## config.mk

```make
export PLATFORM = sky130hd
export DESIGN_NAME = ofdm_atan_scheduler
export DESIGN_NICKNAME = d
export VERILOG_FILES = /design/src/rtl/ofdm_sync_pkg.sv /design/src/rtl/ofdm_tag_fifo.sv /design/src/rtl/ofdm_atan_scheduler.sv
export SDC_FILE = /design/constraint.sdc
export NUM_CORES = 1
export LEC_CHECK = 0
export ABC_CLOCK_PERIOD_IN_PS = 4180
export BUFFER_PORTS_ARGS = -buffer_cell sky130_fd_sc_hd__buf_4
export CAP_MARGIN = 40
export CORE_ASPECT_RATIO = 0.5
export CORE_MARGIN = 5
export CORE_UTILIZATION = 40
export DETAILED_ROUTE_END_ITERATION = 6
export GPL_TIMING_DRIVEN = 0
export PLACE_DENSITY_LB_ADDON = 0.25
export SLEW_MARGIN = 20
export SYNTH_ARGS = -nofsm -noshare
export SYNTH_HDL_FRONTEND = slang
export SYNTH_SLANG_ARGS = --single-unit
```

## constraint.sdc

```tcl
create_clock -name i_clk -period 4.18 [get_ports i_clk]
set_input_delay 0.418 -clock i_clk [delete_from_list [all_inputs] [get_ports i_clk]]
set_output_delay 0.418 -clock i_clk [all_outputs]
set_load 0.01 [all_outputs]
```

## src/rtl/ofdm_sync_pkg.sv

```systemverilog
// Shared frequency-sync types: phase/angle widths, CORDIC request tags and
// the quadrant extension that turns a CORDIC result into a 34-bit phase.
package ofdm_sync_pkg;
  localparam int PHASE_W = 34;
  localparam int ANGLE_W = 32;

  localparam logic TAG_A = 1'b0;
  localparam logic TAG_B = 1'b1;

  function automatic logic [PHASE_W-1:0] quad_ext(input logic [1:0]         quart,
                                                  input logic [ANGLE_W-1:0] angle);
    return {quart[1], quart[1] ^ quart[0], angle};
  endfunction
endpackage

```

## src/rtl/ofdm_tag_fifo.sv

```systemverilog
// Single-bit tag FIFO tracking in-flight CORDIC operations; zero-latency head read.
// Backpressure: push ignored when full, pop ignored when empty; callers gate on full/empty.
module ofdm_tag_fifo #(
  parameter int DEPTH = 4
) (
  input  logic                     i_clk,
  input  logic                     i_reset_n,
  input  logic                     push,
  input  logic                     push_dat,
  input  logic                     pop,
  output logic                     pop_dat,
  output logic [$clog2(DEPTH):0]   count,
  output logic                     empty,
  output logic                     full
);
  localparam int AW = $clog2(DEPTH);

  logic [DEPTH-1:0] mem;
  logic [AW-1:0]    wr_ptr;
  logic [AW-1:0]    rd_ptr;
  logic             do_push;
  logic             do_pop;

  assign empty   = (count == '0);
  assign full    = (count == (AW+1)'(DEPTH));
  assign do_push = push && !full;
  assign do_pop  = pop && !empty;
  assign pop_dat = mem[rd_ptr];

  always_ff @(posedge i_clk) begin
    if (do_push) mem[wr_ptr] <= push_dat;
  end

  always_ff @(posedge i_clk) begin
    if (!i_reset_n) begin
      wr_ptr <= '0;
      rd_ptr <= '0;
      count  <= '0;
    end else begin
      if (do_push) wr_ptr <= wr_ptr + 1'b1;
      if (do_pop)  rd_ptr <= rd_ptr + 1'b1;
      count <= count + (AW+1)'(do_push) - (AW+1)'(do_pop);
    end
  end
endmodule

```

## src/rtl/ofdm_atan_scheduler.sv

```systemverilog
// Shares one CORDIC between preamble A/B phase requests; 1 cycle request->issue, return->strobe, strobe->pair.
// Backpressure: issue stalls at MAX_INFLIGHT outstanding; a repeated request before issue overwrites (o_ovr).
module ofdm_atan_scheduler
  import ofdm_sync_pkg::*;
#(
  parameter int DATA_SIZE    = 16,
  parameter int MAX_INFLIGHT = 4,
  parameter int INC_SHIFT    = 8
) (
  input  logic                   i_clk,
  input  logic                   i_reset_n,
  input  logic                   i_req_a,
  input  logic [DATA_SIZE+7:0]   i_req_a_i,
  input  logic [DATA_SIZE+7:0]   i_req_a_q,
  input  logic                   i_req_b,
  input  logic [DATA_SIZE+7:0]   i_req_b_i,
  input  logic [DATA_SIZE+7:0]   i_req_b_q,
  output logic                   o_cordic_val,
  output logic [DATA_SIZE+7:0]   o_cordic_re,
  output logic [DATA_SIZE+7:0]   o_cordic_im,
  input  logic                   i_cordic_val,
  input  logic [1:0]             i_cordic_quart,
  input  logic [ANGLE_W-1:0]     i_cordic_angle,
  output logic                   o_phase_a_valid,
  output logic                   o_phase_b_valid,
  output logic [PHASE_W-1:0]     o_phase_a,
  output logic [PHASE_W-1:0]     o_phase_b,
  output logic                   o_pair_valid,
  output logic [PHASE_W-1:0]     o_begin_phase,
  output logic [PHASE_W-1:0]     o_add_phase,
  output logic                   o_busy,
  output logic                   o_ovr,
  output logic                   o_err
);
  localparam int CW = DATA_SIZE + 8;

  logic                         pending_a, pending_b;
  logic [CW-1:0]                pend_a_i, pend_a_q, pend_b_i, pend_b_q;
  logic                         fresh_a, fresh_b;
  logic                         rr_ptr;
  logic                         issue_a, issue_b, issue;
  logic                         push_tag, head_tag, ret_pop;
  logic [$clog2(MAX_INFLIGHT):0] tag_count;
  logic                         tag_empty, tag_full;
  logic [PHASE_W-1:0]           ret_phase, shr_a, shr_b, add_next;
  logic                         pair_go;

  ofdm_tag_fifo #(.DEPTH(MAX_INFLIGHT)) u_tag_fifo (
    .i_clk    (i_clk),
    .i_reset_n(i_reset_n),
    .push     (issue),
    .push_dat (push_tag),
    .pop      (ret_pop),
    .pop_dat  (head_tag),
    .count    (tag_count),
    .empty    (tag_empty),
    .full     (tag_full)
  );

  // Round-robin only matters when both sources are waiting.
  always_comb begin
    issue_a = 1'b0;
    issue_b = 1'b0;
    if (!tag_full) begin
      if (pending_a && (!pending_b || rr_ptr == TAG_A)) issue_a = 1'b1;
      else if (pending_b)                                issue_b = 1'b1;
    end
  end

  assign issue     = issue_a | issue_b;
  assign push_tag  = issue_b ? TAG_B : TAG_A;
  assign ret_pop   = i_cordic_val && !tag_empty;
  assign ret_phase = quad_ext(i_cordic_quart, i_cordic_angle);
  assign pair_go   = fresh_a & fresh_b;
  assign shr_a     = o_phase_a >> INC_SHIFT;
  assign shr_b     = o_phase_b >> INC_SHIFT;
  assign add_next  = -(shr_b - shr_a);
  assign o_busy    = pending_a | pending_b | (tag_count != '0);

  always_ff @(posedge i_clk) begin
    if (!i_reset_n) begin
      pending_a       <= 1'b0;
      pending_b       <= 1'b0;
      pend_a_i        <= '0;
      pend_a_q        <= '0;
      pend_b_i        <= '0;
      pend_b_q        <= '0;
      fresh_a         <= 1'b0;
      fresh_b         <= 1'b0;
      rr_ptr          <= TAG_A;
      o_cordic_val    <= 1'b0;
      o_cordic_re     <= '0;
      o_cordic_im     <= '0;
      o_phase_a_valid <= 1'b0;
      o_phase_b_valid <= 1'b0;
      o_phase_a       <= '0;
      o_phase_b       <= '0;
      o_pair_valid    <= 1'b0;
      o_begin_phase   <= '0;
      o_add_phase     <= '0;
      o_ovr           <= 1'b0;
      o_err           <= 1'b0;
    end else begin
      if (i_req_a) begin
        pend_a_i  <= i_req_a_i;
        pend_a_q  <= i_req_a_q;
        pending_a <= 1'b1;
        if (pending_a && !issue_a) o_ovr <= 1'b1;
      end else if (issue_a) begin
        pending_a <= 1'b0;
      end

      if (i_req_b) begin
        pend_b_i  <= i_req_b_i;
        pend_b_q  <= i_req_b_q;
        pending_b <= 1'b1;
        if (pending_b && !issue_b) o_ovr <= 1'b1;
      end else if (issue_b) begin
        pending_b <= 1'b0;
      end

      o_cordic_val <= issue;
      if (issue) begin
        o_cordic_re <= issue_a ? pend_a_i : pend_b_i;
        o_cordic_im <= issue_a ? pend_a_q : pend_b_q;
        rr_ptr      <= ~push_tag;
      end

      if (i_cordic_val && tag_empty) o_err <= 1'b1;

      o_phase_a_valid <= ret_pop && (head_tag == TAG_A);
      o_phase_b_valid <= ret_pop && (head_tag == TAG_B);
      if (ret_pop && head_tag == TAG_A) o_phase_a <= ret_phase;
      if (ret_pop && head_tag == TAG_B) o_phase_b <= ret_phase;

      // A result landing in the pairing cycle keeps its fresh flag set.
      if (ret_pop && head_tag == TAG_A) fresh_a <= 1'b1;
      else if (pair_go)                 fresh_a <= 1'b0;
      if (ret_pop && head_tag == TAG_B) fresh_b <= 1'b1;
      else if (pair_go)                 fresh_b <= 1'b0;

      o_pair_valid <= pair_go;
      if (pair_go) begin
        o_begin_phase <= -o_phase_b;
        o_add_phase   <= add_next;
      end
    end
  end
endmodule

```

==> run summary, run 1 <==
Clock transition at path regs: 0.07 ns
Skew final: 0.0260 ns
Top cells by area, synth: dfxtp_1 (42%), nand2_1 (9.0%), mux2i_1 (6.9%)
Post-synthesis cell count: 1614
Total track usage: 0.216
# port buffers: 322
Via count: 12.5k
Seq/Total Area, Yosys: 0.432
Clock Sinks: 302
HPWL Detailed: 34100 um
Final count of pins violating max slew: 0
Setup TNS: 0 ns
First-pass GRT wire length: 67800 um
Busiest layer in global routing: met2
Number of synthesized flops with an enable pin: 4
Hold Buf Count CTS: 0
Post-layout minimum cycle time: 3.78 ns
IO Pins: 326
Row count: 48
Synthesized area: 0.0141 mm2
Synth Area in Simple Gates: 0.215
Synth area leader: dfxtp_1
LEAKAGE: 0.00752 uW
Crit Path Max Fanout: 6
Prevailing post-synth register cell: dfxtp_1
Status: complete, no violations
Post-synthesis xor/xnor area fraction: 0.0386
Routing usage on met2: 0.376
Remaining antenna violation count: 0
Antenna violations before repair: 2
Area Overhead vs Synth: 28.2%
M3 GR Usage: 0.0383
Mux cell area share after synthesis: 0.0706
CTS resizes: 0
CTS Buf Count: 28
Maximum vdd drop: 359 uV
Total grt overflow: 0
Final hold violations: 0
Clock Latency Late Sink: 0.56 ns
CTS tree: yes
Min-Delay Path Class: input port to register
Final cycle utilization of the critical path: 0.904
Yosys top cell area share: 0.424
Number of global-route vias before repair: 11.8k
Arrival @ worst endpoint: 4.22 ns
Pre-CTS WS: 0.399 ns
Largest net degree at the start of global routing: 16
Peak Freq: 265 MHz
Worst Tran Pin Value: 0.785 ns
Seq cells post-synth: 302
Die Height: 143 um
Share of cells above drive strength 1: 0.199
Critical path type: register to register
CP Capture Type: register
Die W: 275 um
CTS max path bufs: 3
Met1 Usage GRT: 0.278
Compound-Gate Fraction of Synth Area: 0.172
FFs w/ async S/R, synth: 0
Worst Setup Slack, final: 0.400 ns
Core box area: 0.0346 mm2
Max_cap viols: 0
Warnings, synthesis: 0
Placer congestion estimate: 0.908
Starting density of the core: 0.407
CP required: 4.62 ns
H-Tree Depth: 1
Clk Tree Root Cell: clkbuf_16
Final Net Count: 2137
Startpoint Class: register
Netlist cell types: 74
Largest family of logic cells by synthesized area: simple AND/OR/NAND/NOR gates
DR vias/cell: 5.07
Syn Area/Cell: 8.72 um2
Flop2flop setup slack: 0.40 ns
WL/cell: 18.0 um
DRC Markers: 0
Util after Layout: 0.522
Mapped Nets: 1785
RSZ-0062 raised after global routing: false
DIE AREA: 0.0393 mm2
Post-CTS setup buffers: 0
Final Setup Violations: 0
Post-Synth Adder-Cell Area: 0.0331
Initial DRC count: 650
DRT Wirelength: 44300 um
Slew HR: 0.477
PwrDens: 596 mW/mm2
Router iterations before antenna repair: 5
layout by cell type (no fill, tap or decap), drive strengths merged, types with 5 or more instances in the layout:
cell	n
o211a	6
or3	9
a21boi	99
or4	11
clkbuf	128
xnor2	41
nand3	26
nor2	39
clkinv	5
buf	338
a21oi	99
nor3	14
and3	8
o221ai	48
a21o	7
nand2	338
nor4	10
o21ai	43
nand3b	9
inv	43
xor2	21
nand4	8
a31oi	5
mux2i	97
a211oi	5
o21a	5
ha	34
nand2b	9
nor2b	103
dfxtp	298
o211ai	7
and2	26
cells by family (layout without fill, tap and decap cells):
kind of cell / after synthesis / count (layout)
compound gates: 351 / 351
xor+xnor: 62 / 62
fa+ha+maj: 36 / 36
buf+inv: 143 / 517
flops: 302 / 302
mux: 98 / 98
other cells: 0 / 1
simple gates: 622 / 622
stage by stage:
step	power (uW)	cells	cell area, um2	hold slack, ns
finish	10800	2464	18000	0.113
global route	11500	2464	18000	0.102
CTS	10800	2463	18000	0.0903
detailed placement	8150	2411	17100	0.441
global placement	8120	2411	17100	0.433
floorplan	6820	1614	14100	0.467
layout make-up:
class,count,area [um2]
diodes,1,2.50
plain buffers,99,382
clock buffers,45,866
clock inverters,7,87.6
fillers,3382,16500
inverters,44,165
multi-input cells,1169,7440
flip-flops and latches,302,6090
well taps,475,594
repair buffers,322,2420
worst paths after layout:
kind | from | to | cells past startpoint
setup / recovery | o_phase_b[8] | o_add_phase[23] | 13
hold / removal | i_cordic_angle[8] | o_phase_b[8] | 3
setup reg to reg | o_phase_b[8] | o_add_phase[23] | 13
hold reg to reg | o_add_phase[28] | o_add_phase[28] | 2
cell usage after synthesis (7+ instances only):
| master | n |
|---|---|
| nor2_1 | 38 |
| nor2b_1 | 103 |
| nor4_1 | 8 |
| o221ai_1 | 48 |
| o211ai_1 | 7 |
| and2_1 | 26 |
| a21oi_1 | 97 |
| or3_1 | 9 |
| xor2_1 | 21 |
| nand2_1 | 338 |
| buf_1 | 13 |
| dfxtp_1 | 298 |
| inv_1 | 43 |
| mux2i_1 | 97 |
| nor3_1 | 12 |
| xnor2_1 | 41 |
| nand4_1 | 8 |
| nand2b_1 | 9 |
| nand3b_1 | 9 |
| ha_1 | 34 |
| clkbuf_1 | 83 |
| or4_1 | 10 |
| o21ai_0 | 40 |
| a21boi_0 | 98 |
| and3_1 | 8 |
| nand3_1 | 25 |
routing by layer:
| layer | vias to the layer above | share of wire |
|---|---|---|
| li1 | 6265 | - |
| met2 | 243 | 0.49 |
| met3 | 73 | 0.048 |
| met4 | 2 | 0.032 |
| met1 | 5919 | 0.43 |
| met5 | - | 0.00045 |
where the power goes:
group,switching (uW),total [uW],internal (uW)
registers,255,3430,3180
logic,2710,4670,1960
clock network,1120,2660,1540
total,4090,10800,6670
registers in the layout, indices dropped and copies added, names as in the netlist, 4 cells and up:
name	count
o_cordic_re	24
pend_b_q	24
pend_a_i	24
o_phase_a	34
u_tag_fifo.mem	4
pend_a_q	24
pend_b_i	24
o_begin_phase	34
o_cordic_im	24
o_phase_b	34
o_add_phase	34
worst max-delay path: stages, from the launching register on:
cell	delay [ns]
dfxtp_1	0.37
inv_1	0.08
ha_1	0.15
inv_1	0.05
fa_1	0.43
a211oi_2	0.28
o211ai_1	0.17
a22o_1	0.31
nor2_2	0.12
xnor2_1	0.14
nor4b_2	0.64
nand3_1	0.30
or3_1	0.37
a32o_1	0.24
(Power assumes the default switching activity.)
==> run 2, diff against run 1 <==
--- a/config.mk
+++ b/config.mk
@@ -9,11 +9,13 @@
 export BUFFER_PORTS_ARGS = -buffer_cell sky130_fd_sc_hd__buf_4
 export CAP_MARGIN = 40
 export CORE_ASPECT_RATIO = 0.5
-export CORE_MARGIN = 5
+export CORE_MARGIN = 2
 export CORE_UTILIZATION = 40
 export DETAILED_ROUTE_END_ITERATION = 6
 export GPL_TIMING_DRIVEN = 0
+export HOLD_SLACK_MARGIN = 0.12
 export PLACE_DENSITY_LB_ADDON = 0.25
+export SKIP_CTS_REPAIR_TIMING = 1
 export SLEW_MARGIN = 20
 export SYNTH_ARGS = -nofsm -noshare
 export SYNTH_HDL_FRONTEND = slang
==> run 2 against run 1 <==
Clock power down 7%. Power down 1.0%. Cell area up 2.4%. Combinational power up 1%. Sequential power about the same. Hold slack better by 0.0025 ns. Final cell count up 1.9%. Sequential share of layout area down 0.78 points.
==> run summary, run 2 (synthesis gave the netlist of run 1 again) <==
Status: complete, no violations
HPWL Detailed: 33300 um (-2.4%)
Number of global-route vias before repair: 11.8k (-0.59%)
Clock Latency Late Sink: 0.56 ns (about the same)
Non-Filler Instances: 2510 (+1.9%)
DRT Wirelength: 44400 um (+0.26%)
Cell chain of the critical path: inv_1, ha_1, inv_1, fa_1, a21o_2, a21oi_1, xor2_1, o2111a_1, nor4b_1, nor3b_4, nand3_4, or4_1, nand3_1
# diodes: 0 (-1)
RSZ-0062 raised after global routing: false
R2R cell count: 13 (unchanged)
CP max-delay cell: or4_1
LEAKAGE: 0.00769 uW (+2.3%)
Slowest stage delay, CP: 0.56 ns (-0.08 ns)
Clk Tree Root Cell: clkbuf_16
CTS max path bufs: 3 (unchanged)
Maximum vdd drop: 370 uV (+3.0%)
Design area: 0.0185 mm2 (+2.4%)
Final count of pins violating max slew: 0 (unchanged)
Core box area: 0.0346 mm2 (unchanged)
Router iterations before antenna repair: 7 (+2)
DR vias/cell: 5.08 (+0.19%)
R2R Path Start: o_phase_b[8]
Die W: 269 um (-2.2%)
Crit Path Max Fanout: 8 (+2)
Most frequent cells in the layout: nand2_1 (338), buf_4 (322), dfxtp_1 (298), nor2b_1 (103), a21boi_0 (98)
DRC Markers: 0 (unchanged)
Largest net degree at the start of global routing: 15 (-1)
Area Overhead vs Synth: 31.2%
Worst Tran Pin Value: 0.846 ns (+0.0614 ns)
Worst Hold Endpoint: pend_a_q[5]
Cells after DPL: 2411 (unchanged)
Total grt overflow: 0 (unchanged)
R2r endpoint: o_add_phase[22]
Final hold violations: 0 (unchanged)
H-Tree Depth: 1 (unchanged)
Total Power: 10700 uW (-1.0%)
Commonest non-fill, non-tap cell in the layout: nand2_1
Antenna violations before repair: 1 (-1)
Final cycle utilization of the critical path: 0.930 (+0.0252)
DIE AREA: 0.0368 mm2 (-6.3%)
Clock transition at path regs: 0.07 ns (about the same)
Crit path max-delay family: simple AND/OR/NAND/NOR gates
CP required: 4.68 ns (+0.06 ns)
Starting density of the core: 0.407 (unchanged)
CP Capture Type: register
Max_cap viols: 0 (unchanged)
PwrDens: 577 mW/mm2 (-3.3%)
WL/cell: 17.7 um (-1.6%)
CTS Buf Count: 28 (unchanged)
Final Setup Violations: 0 (unchanged)
# port buffers: 322 (unchanged)
Critical path type: register to register
Most used cell, CP: inv_1
IO Pins: 326 (unchanged)
Clock Sinks: 302 (unchanged)
CTS tree: yes
First-pass GRT wire length: 66300 um (-2.2%)
Peak Freq: 257 MHz (-2.7%)
Flop2flop setup slack: 0.29 ns (-0.11 ns)
Hold Startpoint: i_req_a_q[5]
Fillcell total: 3392 (+0.30%)
Hold path cells: 3 (unchanged)
Skew final: 0.0125 ns (-0.0135 ns)
Setup TNS: 0 ns (unchanged)
Crit path depth: 13 (unchanged)
Via count: 12.8k (+2.1%)
Placer congestion estimate: 0.914 (+0.71%)
Min-Delay Path Class: input port to register
Total track usage: 0.227 (+0.0115)
Share of cells above drive strength 1: 0.191 (-0.00804)
DP Area: 0.0171 mm2 (unchanged)
Remaining antenna violation count: 0 (unchanged)
Arrival @ worst endpoint: 4.39 ns (+0.17 ns)
Crit path buf inv count: 2 (unchanged)
Die Height: 137 um (-4.2%)
Startpoint Class: register
Row count: 48 (unchanged)
Hold slack: 0.115 ns (+0.00251 ns)
Final Net Count: 2191 (+2.5%)
Initial DRC count: 756 (+16%)
Post-layout minimum cycle time: 3.89 ns (+0.105 ns)
Slew HR: 0.436 (-0.0409)
## run 2: cell types whose count changed in the layout (fill, tap and decap cells not counted)
cell / delta
dlygate4sd3_1: +54
clkbuf_8: -5
bufinv_16: -1
clkbuf_16: -1
clkinv_2: -1
clkinv_8: +1
clkinvlp_4: -1
diode_2: -1
inv_6: +1
## run 2: worst min-delay path, stage by stage
cell and delay (ns):
buf_4 0.08, mux2i_1 0.05, nor2b_1 0.09
## run 2: metal layers
layer	global-route usage	part of all wire
met1	0.295	0.44
met2	0.391	0.48
met3	0.0360	0.042
met4	0.0731	0.031
met5	0	0
## run 2: area by class of cell
cell class,count,area [um2],area share
Inverter,44,165,0.00894
Multi-Input combinational cell,1169,7440,0.403
Sequential cell,302,6090,0.329
Buffer,99,382,0.0207
Tap cell,475,594,0.0322
Timing Repair Buffer,376,2960,0.160
Clock inverter,6,70.1,0.00379
Clock buffer,39,772,0.0418
## run 2: stage by stage
stage | setup WS, ns | util
CTS | 0.325 | 0.518
finish | 0.295 | 0.534
global placement | 0.414 | 0.494
floorplan | 0.831 | -
detailed placement | 0.336 | 0.494
global route | 0.0271 | 0.534
## run 2: worst max path at each step
stage | from | endpoint | slack, ns
floorplan | o_phase_b[8] | o_add_phase[22] | 0.83
global placement | o_phase_b[8] | o_add_phase[22] | 0.41
detailed placement | o_phase_a[8] | o_add_phase[22] | 0.34
CTS | o_phase_a[8] | o_add_phase[22] | 0.33
global route | o_phase_a[19] | o_add_phase[33] | 0.03
finish | o_phase_b[8] | o_add_phase[22] | 0.29
## run 2: power by group
group | leakage [uW] | switching, uW | total [uW] | internal, uW
sequential | 0.00247 | 263 | 3440 | 3180
combinational | 0.00481 | 2750 | 4740 | 1990
clock | 0.000413 | 1130 | 2470 | 1340
